--- config.mk ---
export PLATFORM = sky130hd
export DESIGN_NAME = ghost_step_ctrl
export DESIGN_NICKNAME = d
export VERILOG_FILES = /design/src/rtl/ghost_pkg.sv /design/src/rtl/ghost_next_cell.sv /design/src/rtl/ghost_step_ctrl.sv
export SDC_FILE = /design/constraint.sdc
export NUM_CORES = 1
export LEC_CHECK = 0
export CORE_MARGIN = 3
export CORE_UTILIZATION = 25
export CTS_BUF_LIST = sky130_fd_sc_hd__clkbuf_8
export CTS_CLUSTER_SIZE = 16
export DETAILED_ROUTE_END_ITERATION = 8
export SKIP_CTS_REPAIR_TIMING = 1
export SYNTH_ARGS = -nofsm -noshare
export SYNTH_HDL_FRONTEND = slang
export SYNTH_SLANG_ARGS = --single-unit
--- constraint.sdc ---
create_clock -name i_clk -period 7.67 [get_ports i_clk]
set_clock_uncertainty 0.2 [all_clocks]
set_input_delay 1.534 -clock i_clk [delete_from_list [all_inputs] [get_ports i_clk]]
set_output_delay 1.534 -clock i_clk [all_outputs]
set_load 0.01 [all_outputs]
--- src/rtl/ghost_pkg.sv ---
// Shared types and helpers for the ghost movement controller.
package ghost_pkg;

    typedef enum logic [1:0] {
        UP    = 2'd0,
        RIGHT = 2'd1,
        DOWN  = 2'd2,
        LEFT  = 2'd3
    } dir_t;

    typedef enum logic [1:0] {
        IDLE  = 2'd0,
        QUERY = 2'd1,
        CHECK = 2'd2,
        DONE  = 2'd3
    } state_t;

    typedef logic [1:0] off_t;

    // Relative turn offsets, added to the heading modulo 4.
    localparam off_t OFF_STRAIGHT = 2'd0;
    localparam off_t OFF_RIGHT    = 2'd1;
    localparam off_t OFF_REVERSE  = 2'd2;
    localparam off_t OFF_LEFT     = 2'd3;

    localparam logic [3:0] MOVE_LEFT     = 4'd1;
    localparam logic [3:0] MOVE_STRAIGHT = 4'd2;
    localparam logic [3:0] MOVE_RIGHT    = 4'd3;

    // Random move code to preferred turn; unknown codes go straight.
    function automatic off_t code_offset(input logic [3:0] code);
        case (code)
            MOVE_LEFT:     return OFF_LEFT;
            MOVE_STRAIGHT: return OFF_STRAIGHT;
            MOVE_RIGHT:    return OFF_RIGHT;
            default:       return OFF_STRAIGHT;
        endcase
    endfunction

    // Candidate idx of the fallback list: preferred, rest of {0,1,3}, reverse.
    function automatic off_t cand_offset(input off_t pref, input logic [1:0] idx);
        case (idx)
            2'd0:    return pref;
            2'd1:    return (pref == OFF_STRAIGHT) ? OFF_RIGHT : OFF_STRAIGHT;
            2'd2:    return (pref == OFF_LEFT) ? OFF_RIGHT : OFF_LEFT;
            default: return OFF_REVERSE;
        endcase
    endfunction

    // Apply a relative offset to a heading.
    function automatic dir_t turn(input dir_t d, input off_t off);
        logic [1:0] s;
        s = 2'(d) + off;
        return dir_t'(s);
    endfunction

endpackage

--- src/rtl/ghost_next_cell.sv ---
// Neighbouring cell in a given heading, with maze-bounds check (no wrap).
module ghost_next_cell
    import ghost_pkg::*;
#(
    parameter int unsigned GRID_W = 32,
    parameter int unsigned GRID_H = 24,
    parameter int unsigned X_W    = 5,
    parameter int unsigned Y_W    = 5
) (
    input  logic [X_W-1:0] x,
    input  logic [Y_W-1:0] y,
    input  dir_t           dir,
    output logic [X_W-1:0] nx,
    output logic [Y_W-1:0] ny,
    output logic           in_grid
);

    // Step one cell and flag moves that would leave the maze.
    always_comb begin
        nx      = x;
        ny      = y;
        in_grid = 1'b0;
        case (dir)
            UP: begin
                ny      = y - Y_W'(1);
                in_grid = (y != '0);
            end
            DOWN: begin
                ny      = y + Y_W'(1);
                in_grid = (32'(y) < 32'(GRID_H - 1));
            end
            LEFT: begin
                nx      = x - X_W'(1);
                in_grid = (x != '0);
            end
            default: begin
                nx      = x + X_W'(1);
                in_grid = (32'(x) < 32'(GRID_W - 1));
            end
        endcase
    end

endmodule

--- src/rtl/ghost_step_ctrl.sv ---
// One-cell-per-tick ghost mover: turn choice, wall probing, fallback, commit.
module ghost_step_ctrl
    import ghost_pkg::*;
#(
    parameter int unsigned GRID_W    = 32,
    parameter int unsigned GRID_H    = 24,
    parameter int unsigned X_W       = 5,
    parameter int unsigned Y_W       = 5,
    parameter int unsigned START_X   = 5,
    parameter int unsigned START_Y   = 5,
    parameter int unsigned START_DIR = 0
) (
    input  logic           i_clk,
    input  logic           i_rst,
    input  logic           i_tick,
    input  logic [3:0]     i_random_move,
    output logic           o_query_valid,
    output logic [X_W-1:0] o_query_x,
    output logic [Y_W-1:0] o_query_y,
    input  logic           i_wall,
    input  logic [X_W-1:0] i_pac_x,
    input  logic [Y_W-1:0] i_pac_y,
    output logic [X_W-1:0] o_ghost_x,
    output logic [Y_W-1:0] o_ghost_y,
    output logic [1:0]     o_ghost_dir,
    output logic           o_busy,
    output logic           o_step_done,
    output logic           o_hit
);

    state_t         state, state_n;
    dir_t           dir, dir_n, cand_dir, cand_dir_n;
    logic [X_W-1:0] gx, gx_n, qx_n;
    logic [Y_W-1:0] gy, gy_n, qy_n;
    off_t           pref, pref_n;
    logic [1:0]     attempt, attempt_n;
    logic           cand_ok, cand_ok_n;
    logic           qv_n, done_n, busy_n, hit_n;

    off_t           load_pref;
    logic [1:0]     load_idx;
    dir_t           load_dir;
    logic [X_W-1:0] load_x;
    logic [Y_W-1:0] load_y;
    logic           load_ok;

    // Candidate that would be probed next: first one from IDLE, else the following one.
    always_comb begin
        load_pref = pref;
        load_idx  = 2'(attempt + 2'd1);
        if (state == IDLE) begin
            load_pref = code_offset(i_random_move);
            load_idx  = 2'd0;
        end
        load_dir = turn(dir, cand_offset(load_pref, load_idx));
    end

    ghost_next_cell #(
        .GRID_W (GRID_W),
        .GRID_H (GRID_H),
        .X_W    (X_W),
        .Y_W    (Y_W)
    ) u_next_cell (
        .x       (gx),
        .y       (gy),
        .dir     (load_dir),
        .nx      (load_x),
        .ny      (load_y),
        .in_grid (load_ok)
    );

    // Next-state and registered-output logic.
    always_comb begin
        state_n    = state;
        dir_n      = dir;
        gx_n       = gx;
        gy_n       = gy;
        pref_n     = pref;
        attempt_n  = attempt;
        cand_dir_n = cand_dir;
        cand_ok_n  = cand_ok;
        qv_n       = 1'b0;
        qx_n       = o_query_x;
        qy_n       = o_query_y;
        done_n     = 1'b0;

        case (state)
            IDLE: begin
                if (i_tick) begin
                    state_n    = QUERY;
                    pref_n     = load_pref;
                    attempt_n  = 2'd0;
                    cand_dir_n = load_dir;
                    cand_ok_n  = load_ok;
                    qv_n       = load_ok;
                    qx_n       = load_x;
                    qy_n       = load_y;
                end
            end
            QUERY: begin
                state_n = CHECK;
            end
            CHECK: begin
                if (cand_ok && !i_wall) begin
                    state_n = DONE;
                    gx_n    = o_query_x;
                    gy_n    = o_query_y;
                    dir_n   = cand_dir;
                    done_n  = 1'b1;
                end else if (attempt == 2'd3) begin
                    state_n = DONE;
                    done_n  = 1'b1;
                end else begin
                    state_n    = QUERY;
                    attempt_n  = 2'(attempt + 2'd1);
                    cand_dir_n = load_dir;
                    cand_ok_n  = load_ok;
                    qv_n       = load_ok;
                    qx_n       = load_x;
                    qy_n       = load_y;
                end
            end
            DONE: begin
                state_n = IDLE;
            end
            default: begin
                state_n = IDLE;
            end
        endcase

        busy_n = (state_n != IDLE);
        hit_n  = (gx == i_pac_x) && (gy == i_pac_y);
    end

    // State and output registers with synchronous reset.
    always_ff @(posedge i_clk) begin
        if (i_rst) begin
            state         <= IDLE;
            dir           <= dir_t'(2'(START_DIR));
            gx            <= X_W'(START_X);
            gy            <= Y_W'(START_Y);
            pref          <= OFF_STRAIGHT;
            attempt       <= 2'd0;
            cand_dir      <= UP;
            cand_ok       <= 1'b0;
            o_query_valid <= 1'b0;
            o_query_x     <= '0;
            o_query_y     <= '0;
            o_step_done   <= 1'b0;
            o_busy        <= 1'b0;
            o_hit         <= 1'b0;
        end else begin
            state         <= state_n;
            dir           <= dir_n;
            gx            <= gx_n;
            gy            <= gy_n;
            pref          <= pref_n;
            attempt       <= attempt_n;
            cand_dir      <= cand_dir_n;
            cand_ok       <= cand_ok_n;
            o_query_valid <= qv_n;
            o_query_x     <= qx_n;
            o_query_y     <= qy_n;
            o_step_done   <= done_n;
            o_busy        <= busy_n;
            o_hit         <= hit_n;
        end
    end

    assign o_ghost_x   = gx;
    assign o_ghost_y   = gy;
    assign o_ghost_dir = 2'(dir);

endmodule

# Yosys cells after proc, flatten, opt, wreduce, memory -nomap -nowiden
# Index checks and enable logic that the tools add are counted.
# classes
n_eq_ne,16
muxes,39
bitwise,1
n_lt_le_gt_ge,2
n_reduce_logical,16
add_sub_neg,6
# ops
operator,n
$pmux 5 s2,4
$mux 5,6
$mux 2,12
$eq 2x2->1 const B,7
$pmux 2 s2,3
$add 5x1->5 const B,2
$eq 5x5->1,2
$lt 5x5->1 const B,2
$reduce_bool 5->1,2
$sub 5x1->5 const B,2
$mux 1,9
$logic_not 2->1,4
$pmux 2 s4,1
$ne 2x2->1 const B,3
$pmux 2 s3,1
$eq 2x1->1 const B,2
$eq 4x1->1 const B,1
$eq 4x2->1 const B,1
$pmux 1 s2,2
$reduce_and 2->1,2
$reduce_and 4->1,1
$reduce_bool 2->1,2
$reduce_or 2->1,2
$pmux 1 s3,1
5 further kinds,6
# word_totals
regBits,35
wordCells,94
in_bits,18
out_inout_bits,26

# Logic depth before layout (Yosys ltp)
# logic_depth
word_depth,13
depth_mapped,16
mapped_depth_nobuf,16

# By module
# From an unflattened synthesis, not the netlist that was laid out.
# hier_totals
cells_unflattened,243
hier_area_um2,1936.9
# by_module_without_submodules
module,n_inst,cells_per_inst,seq_area_each_um2,area_each_um2
ghost_step_ctrl,1,182,700.7,1500.2
ghost_next_cell,1,61,0.0,436.7

# Worst setup path before layout
# Ideal clock, no wire load.
# synth_timing
path_kind,input port to flip-flop
from,input i_random_move[3]
to,register o_query_x[4]
arrival_ps,4076
cell_stages,14
setup_time_ps,91
path_buffers,2
required_ps,7379
slack_ps,3303
cell_sequence,nor2_1 nand2_1 a21oi_1 ha_1 clkbuf_1 clkbuf_1 and2_1 fa_1 a21o_1 a21oi_1 xnor2_1 xnor2_1 a21bo_2 a311oi_1
# synth_between
elab_chain_len,13
elab_cells_between_ends,19
classes_between,add/sub (1); eq/ne (5); mux (10); reduce/logical (3)
# synth_rtl
item,line_no,source
from (decl),ghost_step_ctrl.sv:16,"input logic [3:0] i_random_move,"
$eq 4x2->1 or $eq 4x1->1 (tied branches),ghost_pkg.sv:32,case (code)
$pmux 2 s2 (*),ghost_pkg.sv:32,
$mux 2 (*),ghost_step_ctrl.sv:51,if (state == IDLE) begin
$eq 2x2->1 or $logic_not 2->1 (tied branches),"ghost_pkg.sv:45, ghost_pkg.sv:44",
$mux 2 or $mux 1 (tied branches),"ghost_pkg.sv:45, ghost_pkg.sv:44",
$pmux 2 s3 (*),ghost_pkg.sv:42,case (idx)
$add 2x2->2 (*),ghost_pkg.sv:53,s = 2'(d) + off;
$eq 2x2->1 or $logic_not 2->1 (tied branches),ghost_next_cell.sv:23,case (dir)
$reduce_or 2->1 (no line),-,
$pmux 5 s2 (*),ghost_next_cell.sv:23,
$mux 5,ghost_step_ctrl.sv:110,end else if (attempt == 2'd3) begin
$mux 5,ghost_step_ctrl.sv:104,if (cand_ok && !i_wall) begin
$pmux 5 s2 (*),ghost_step_ctrl.sv:87,case (state)
to (signal assigned),ghost_step_ctrl.sv:162,o_query_x <= qx_n;
to (decl),ghost_step_ctrl.sv:18,"output logic [X_W-1:0] o_query_x,"
# Every way passes the cells marked *; elsewhere a longest branch is shown, timed or not. The select of a mux whose other input is x is not followed.
# A chain may end at the register's enable or synchronous reset.

# Worst setup path after layout
# Same ends and word-level chain as after synthesis.

==> flow_summary.html <==
<table>
<tr><th>Metric</th><th>Value</th></tr>
<tr><th colspan="2">Logic synthesis</th></tr>
<tr><td>Post-Syn Area per Cell</td><td>just over 8 um^2</td></tr>
<tr><td>Seq cells post-synth</td><td>35</td></tr>
<tr><td>Top cell type's share of synthesized area</td><td>36.8%</td></tr>
<tr><td>Largest area contributor in the netlist</td><td>dfxtp_1</td></tr>
<tr><td>Share of flip-flops with an asynchronous set or reset</td><td>0%</td></tr>
<tr><td>Biggest area contributors in the synthesized netlist</td><td>dfxtp_1, a21oi_1, nand2_1</td></tr>
<tr><td>Warnings from Yosys</td><td>0</td></tr>
<tr><td>Most frequent cell after synthesis</td><td>dfxtp_1</td></tr>
<tr><td>Syn_nets</td><td>257</td></tr>
<tr><td>Top_reg_cell synth</td><td>dfxtp_1</td></tr>
<tr><td>Number of synthesized flops with an enable pin</td><td>0</td></tr>
<tr><td>Leading cell types by count after synthesis</td><td>dfxtp_1, nand2_1, a21oi_1, nor2_1, xor2_1</td></tr>
<tr><td>Distinct cells, synth</td><td>37</td></tr>
<tr><td>Area of the mapped netlist</td><td>1900 um^2</td></tr>
<tr><td>Sequential-to-total area share from yosys stat</td><td>36.8%</td></tr>
<tr><td>Post-Synthesis Cells</td><td>between 200 and 250</td></tr>
<tr><th colspan="2">Clock tree</th></tr>
<tr><td>CTS tree</td><td>built</td></tr>
<tr><td>Clock edge transition at the registers on the reported setup and hold paths</td><td>80 ps</td></tr>
<tr><td>Total clock buffers created by CTS</td><td>5</td></tr>
<tr><td>Maximum level of the CTS H-tree</td><td>2</td></tr>
<tr><td>Clock Latency Late Sink</td><td>roughly 290 ps</td></tr>
<tr><td>CTS sink count</td><td>35</td></tr>
<tr><td>Clock root cell</td><td>clkbuf_8</td></tr>
<tr><td>CTS max path bufs</td><td>2</td></tr>
<tr><th colspan="2">Placed design</th></tr>
<tr><td>Placed standard-cell area</td><td>2420 um^2</td></tr>
<tr><td>Number of I/O port buffers</td><td>43</td></tr>
<tr><td>Half-perimeter wire length after placement</td><td>3400 um</td></tr>
<tr><td>Routability-driven placement congestion ratio</td><td>between 0.7 and 0.8</td></tr>
<tr><th colspan="2">Setup path</th></tr>
<tr><td>Type of element capturing the critical path</td><td>flop</td></tr>
<tr><td>Endpoint required time on the critical path</td><td>7670 ps</td></tr>
<tr><td>Most numerous cell on the critical path</td><td>xnor2_1</td></tr>
<tr><td>Combined buffer and inverter count along the critical path</td><td>1</td></tr>
<tr><td>Crit path launch</td><td>i_random_move[3]</td></tr>
<tr><td>CP arrival</td><td>4820 ps</td></tr>
<tr><td>Gate family responsible for the most delay along the worst path</td><td>compound AO/OA/AOI/OAI gates</td></tr>
<tr><td>Delay contributed by the slowest stage of the critical path</td><td>approximately 420 ps</td></tr>
<tr><td>Largest fanout on the critical path</td><td>4</td></tr>
<tr><td>Worst reg2reg path depth</td><td>15</td></tr>
<tr><td>Launch point of the worst reg-to-reg path</td><td>attempt[0]</td></tr>
<tr><td>Setup slack on the worst flop-to-flop path</td><td>3670 ps</td></tr>
<tr><td>Endpoint of the most critical register-to-register path</td><td>o_query_x[4]</td></tr>
<tr><td>Critical path start-end classification</td><td>primary input to flop</td></tr>
<tr><td>Ordered list of cells on the worst path</td><td>clkdlybuf4s50_1, nor2_1, nand2_1, a21oi_1, ha_1, xor2_1, xnor2_1, and2_1, fa_1, a21o_1, a21oi_1, xnor2_1, xnor2_1, a21bo_2, a311oi_1</td></tr>
<tr><td>Highest-delay cell along the critical path</td><td>clkdlybuf4s50_1</td></tr>
<tr><td>Type of element launching the critical path</td><td>primary input</td></tr>
<tr><th colspan="2">Die</th></tr>
<tr><td>Die X-Extent</td><td>about 93 um</td></tr>
<tr><td># rows</td><td>31</td></tr>
<tr><td>DIE HEIGHT</td><td>93.2 um</td></tr>
<tr><td>Starting Density</td><td>25.9%</td></tr>
<tr><td>Boundary pin count</td><td>44</td></tr>
<tr><td>Core area</td><td>between 7000 and 8000 um^2</td></tr>
<tr><td>Floorplan die area</td><td>8690 um^2</td></tr>
<tr><th colspan="2">Global route</th></tr>
<tr><td>Maximum number of pins on one net before global-route repair</td><td>36</td></tr>
<tr><td>Leftover overflow at the end of global routing</td><td>0</td></tr>
<tr><td>First-pass GRT wire length</td><td>7980 um</td></tr>
<tr><td>Number of antenna violations at the first check in global routing</td><td>0</td></tr>
<tr><td>Vias in the first global route</td><td>between 1500 and 2000</td></tr>
<tr><td>Total global routing track utilization</td><td>a little under an eighth</td></tr>
<tr><th colspan="2">STA</th></tr>
<tr><td>Share of the clock period used by the worst path after layout</td><td>62.8%</td></tr>
<tr><td>Setup repair after global routing missed its margin</td><td>no</td></tr>
<tr><td>Slew at the pin closest to its max-slew limit</td><td>between 1000 and 1500 ps</td></tr>
<tr><td>Max-slew violation count</td><td>0</td></tr>
<tr><td>Number of setup violations in the final report</td><td>0</td></tr>
<tr><td>Post-layout min period</td><td>approximately 4800 ps</td></tr>
<tr><td>Number of hold violations in the final report</td><td>0</td></tr>
<tr><td>Slew margin rel.</td><td>a little over a fifth</td></tr>
<tr><td>Setup TNS</td><td>0 ps</td></tr>
<tr><td>Achievable frequency</td><td>207 MHz</td></tr>
<tr><th colspan="2">Finish</th></tr>
<tr><td>Fraction of layout instances using a drive strength above 1</td><td>5.19%</td></tr>
<tr><td>Total number of nets in the final design</td><td>297</td></tr>
<tr><td>Antenna cells</td><td>0</td></tr>
<tr><td>Syn-to-layout area delta</td><td>34.7%</td></tr>
<tr><td>Filler cells</td><td>739</td></tr>
<tr><td>Combined flip-flop and latch cell area</td><td>701 um^2</td></tr>
<tr><td>Area of combinational cells with multiple inputs</td><td>1140 um^2</td></tr>
<tr><td>Total non-filler cell area in the finished layout</td><td>2560 um^2</td></tr>
<tr><th colspan="2">Routing</th></tr>
<tr><td>Via count</td><td>1665</td></tr>
<tr><td>Average wire length per cell after detail routing</td><td>12.8 um</td></tr>
<tr><td>Initial DRC count</td><td>60</td></tr>
<tr><td>Total Wirelength</td><td>~4700 um</td></tr>
<tr><td>DRT Pass-1 Iters</td><td>4</td></tr>
<tr><td>Count of antenna-violating nets left after detailed routing</td><td>0</td></tr>
<tr><td>Average via count per standard cell</td><td>4.51</td></tr>
<tr><td>Remaining DRCs</td><td>0</td></tr>
<tr><th colspan="2">Power and ir drop</th></tr>
<tr><td>Switching power share of the total</td><td>around a quarter</td></tr>
<tr><td>Clock share of power</td><td>between 40% and 50%</td></tr>
<tr><td>Reg power frac</td><td>41.8%</td></tr>
<tr><td>Leakage dissipation</td><td>roughly 0.98 nW</td></tr>
<tr><td>Int Pwr</td><td>0.000357 W</td></tr>
<tr><td>Power per Cell Area</td><td>between 150 and 200 nW/um^2</td></tr>
<tr><td>Reported net switching power</td><td>0.000116 W</td></tr>
<tr><td>IR drop worst, VDD</td><td>87.0 uV</td></tr>
<tr><td>Logic gate share of total power</td><td>15.6%</td></tr>
<tr><th colspan="2">Min path</th></tr>
<tr><td>Class of the tightest hold or removal check</td><td>flop to flop</td></tr>
<tr><td>Origin of the worst min-delay path</td><td>cand_dir[0]</td></tr>
<tr><td>Cell depth of the worst min-delay path</td><td>2</td></tr>
<tr><td>Hold Path Sink</td><td>o_ghost_dir[0]</td></tr>
<tr><th colspan="2">Status</th></tr>
<tr><td>Run status</td><td>complete, no violations</td></tr>
<tr><th colspan="2">Run</th></tr>
<tr><td>Count of max-cap constraint violations</td><td>0</td></tr>
</table>
==> cells by family (layout without fill, tap and decap cells) <==
group / after synthesis / count (layout) / synth area share [%]
AND/OR/NAND/NOR: 89 / 89 / 21.7
AO/OA/AOI/OAI: 48 / 48 / 15.9
adder cells (fa/ha/maj): 10 / 10 / 7.37
buffers and inverters: 18 / 59 / 3.62
multiplexers: 8 / 8 / 4.21
flip-flops: 35 / 35 / 36.8
XOR/XNOR: 21 / 21 / 10.4
==> layer usage <==
| layer | routed length (um) | GRT usage [%] |
|---|---|---|
| met5 | 0 | 0 |
| met4 | 73 | 4.03 |
| met3 | 320 | 3.86 |
| met2 | 2020 | 17.3 |
| met1 | 2320 | 15.5 |
==> stage by stage <==
step / instances / power, W / utilization, % / setup WS [ps] / hold slack (ps)
3_3_place_gp: 361 / 0.000275 / 33.1 / 2550 / 241
5_1_grt: 369 / 0.000496 / 34.9 / 2520 / 277
4_1_cts: 369 / 0.000479 / 34.9 / 2840 / 260
3_5_place_dp: 361 / 0.000276 / 33.1 / 2540 / 244
2_1_floorplan: 229 / 0.000245 / - / 3300 / 231
6_report: 369 / 0.000473 / 34.9 / 2850 / 262
==> final cells by class <==
| class | count | area share [%] |
|---|---|---|
| multi-input cells | 176 | 44.4 |
| flip-flops and latches | 35 | 27.4 |
| repair buffers | 44 | 17.1 |
| well taps | 99 | 4.84 |
| clock buffers | 5 | 2.69 |
| clock inverters | 3 | 2.64 |
| inverters | 7 | 1.03 |
==> tightest hold or removal path, cell delays in order (launching register included) <==
cell and delay [ps]:
dfxtp_1 320, nand2_1 50, a21oi_1 50
==> layout by cell type (no fill, tap or decap), drive strengths merged, types with 5 or more instances in the layout <==
| cell | instances |
|---|---|
| clkdlybuf4s50 | 43 |
| dfxtp | 35 |
| nand2 | 34 |
| nor2 | 27 |
| a21oi | 27 |
| xor2 | 13 |
| mux2i | 8 |
| ha | 8 |
| inv | 7 |
| xnor2 | 7 |
| a211oi | 6 |
| nor4 | 5 |
| nor3 | 5 |
| a21o | 5 |
| clkbuf | 5 |
==> how the worst max path moves through the flow <==
stage	end	slack, ps	depth (start not counted)
2_1_floorplan	o_query_x[4]	3300	14
3_3_place_gp	o_query_x[4]	2550	15
3_5_place_dp	o_query_x[4]	2540	15
4_1_cts	o_query_x[4]	2840	15
5_1_grt	o_query_x[4]	2520	15
6_report	o_query_x[4]	2850	15
==> sequential cells by signal (all words and copies together) (netlist names) <==
name / cells
attempt: 2
cand_dir: 2
cand_ok: 1
o_busy: 1
o_ghost_dir: 2
o_ghost_x: 5
o_ghost_y: 5
o_hit: 1
o_query_valid: 1
o_query_x: 5
o_query_y: 5
o_step_done: 1
pref: 2
state: 2
==> power groups by stage <==
| stage | Sequential [W] | Combinational, W | Clock, W |
|---|---|---|---|
| finish | 0.000198 | 0.0000738 | 0.000201 |
| global route | 0.000199 | 0.0000823 | 0.000214 |
| CTS | 0.000198 | 0.0000745 | 0.000207 |
| detailed placement | 0.000202 | 0.0000740 | 0 |
| global placement | 0.000202 | 0.0000730 | 0 |
| floorplan | 0.000203 | 0.0000413 | 0 |
Power figures use the tool's default switching activity.
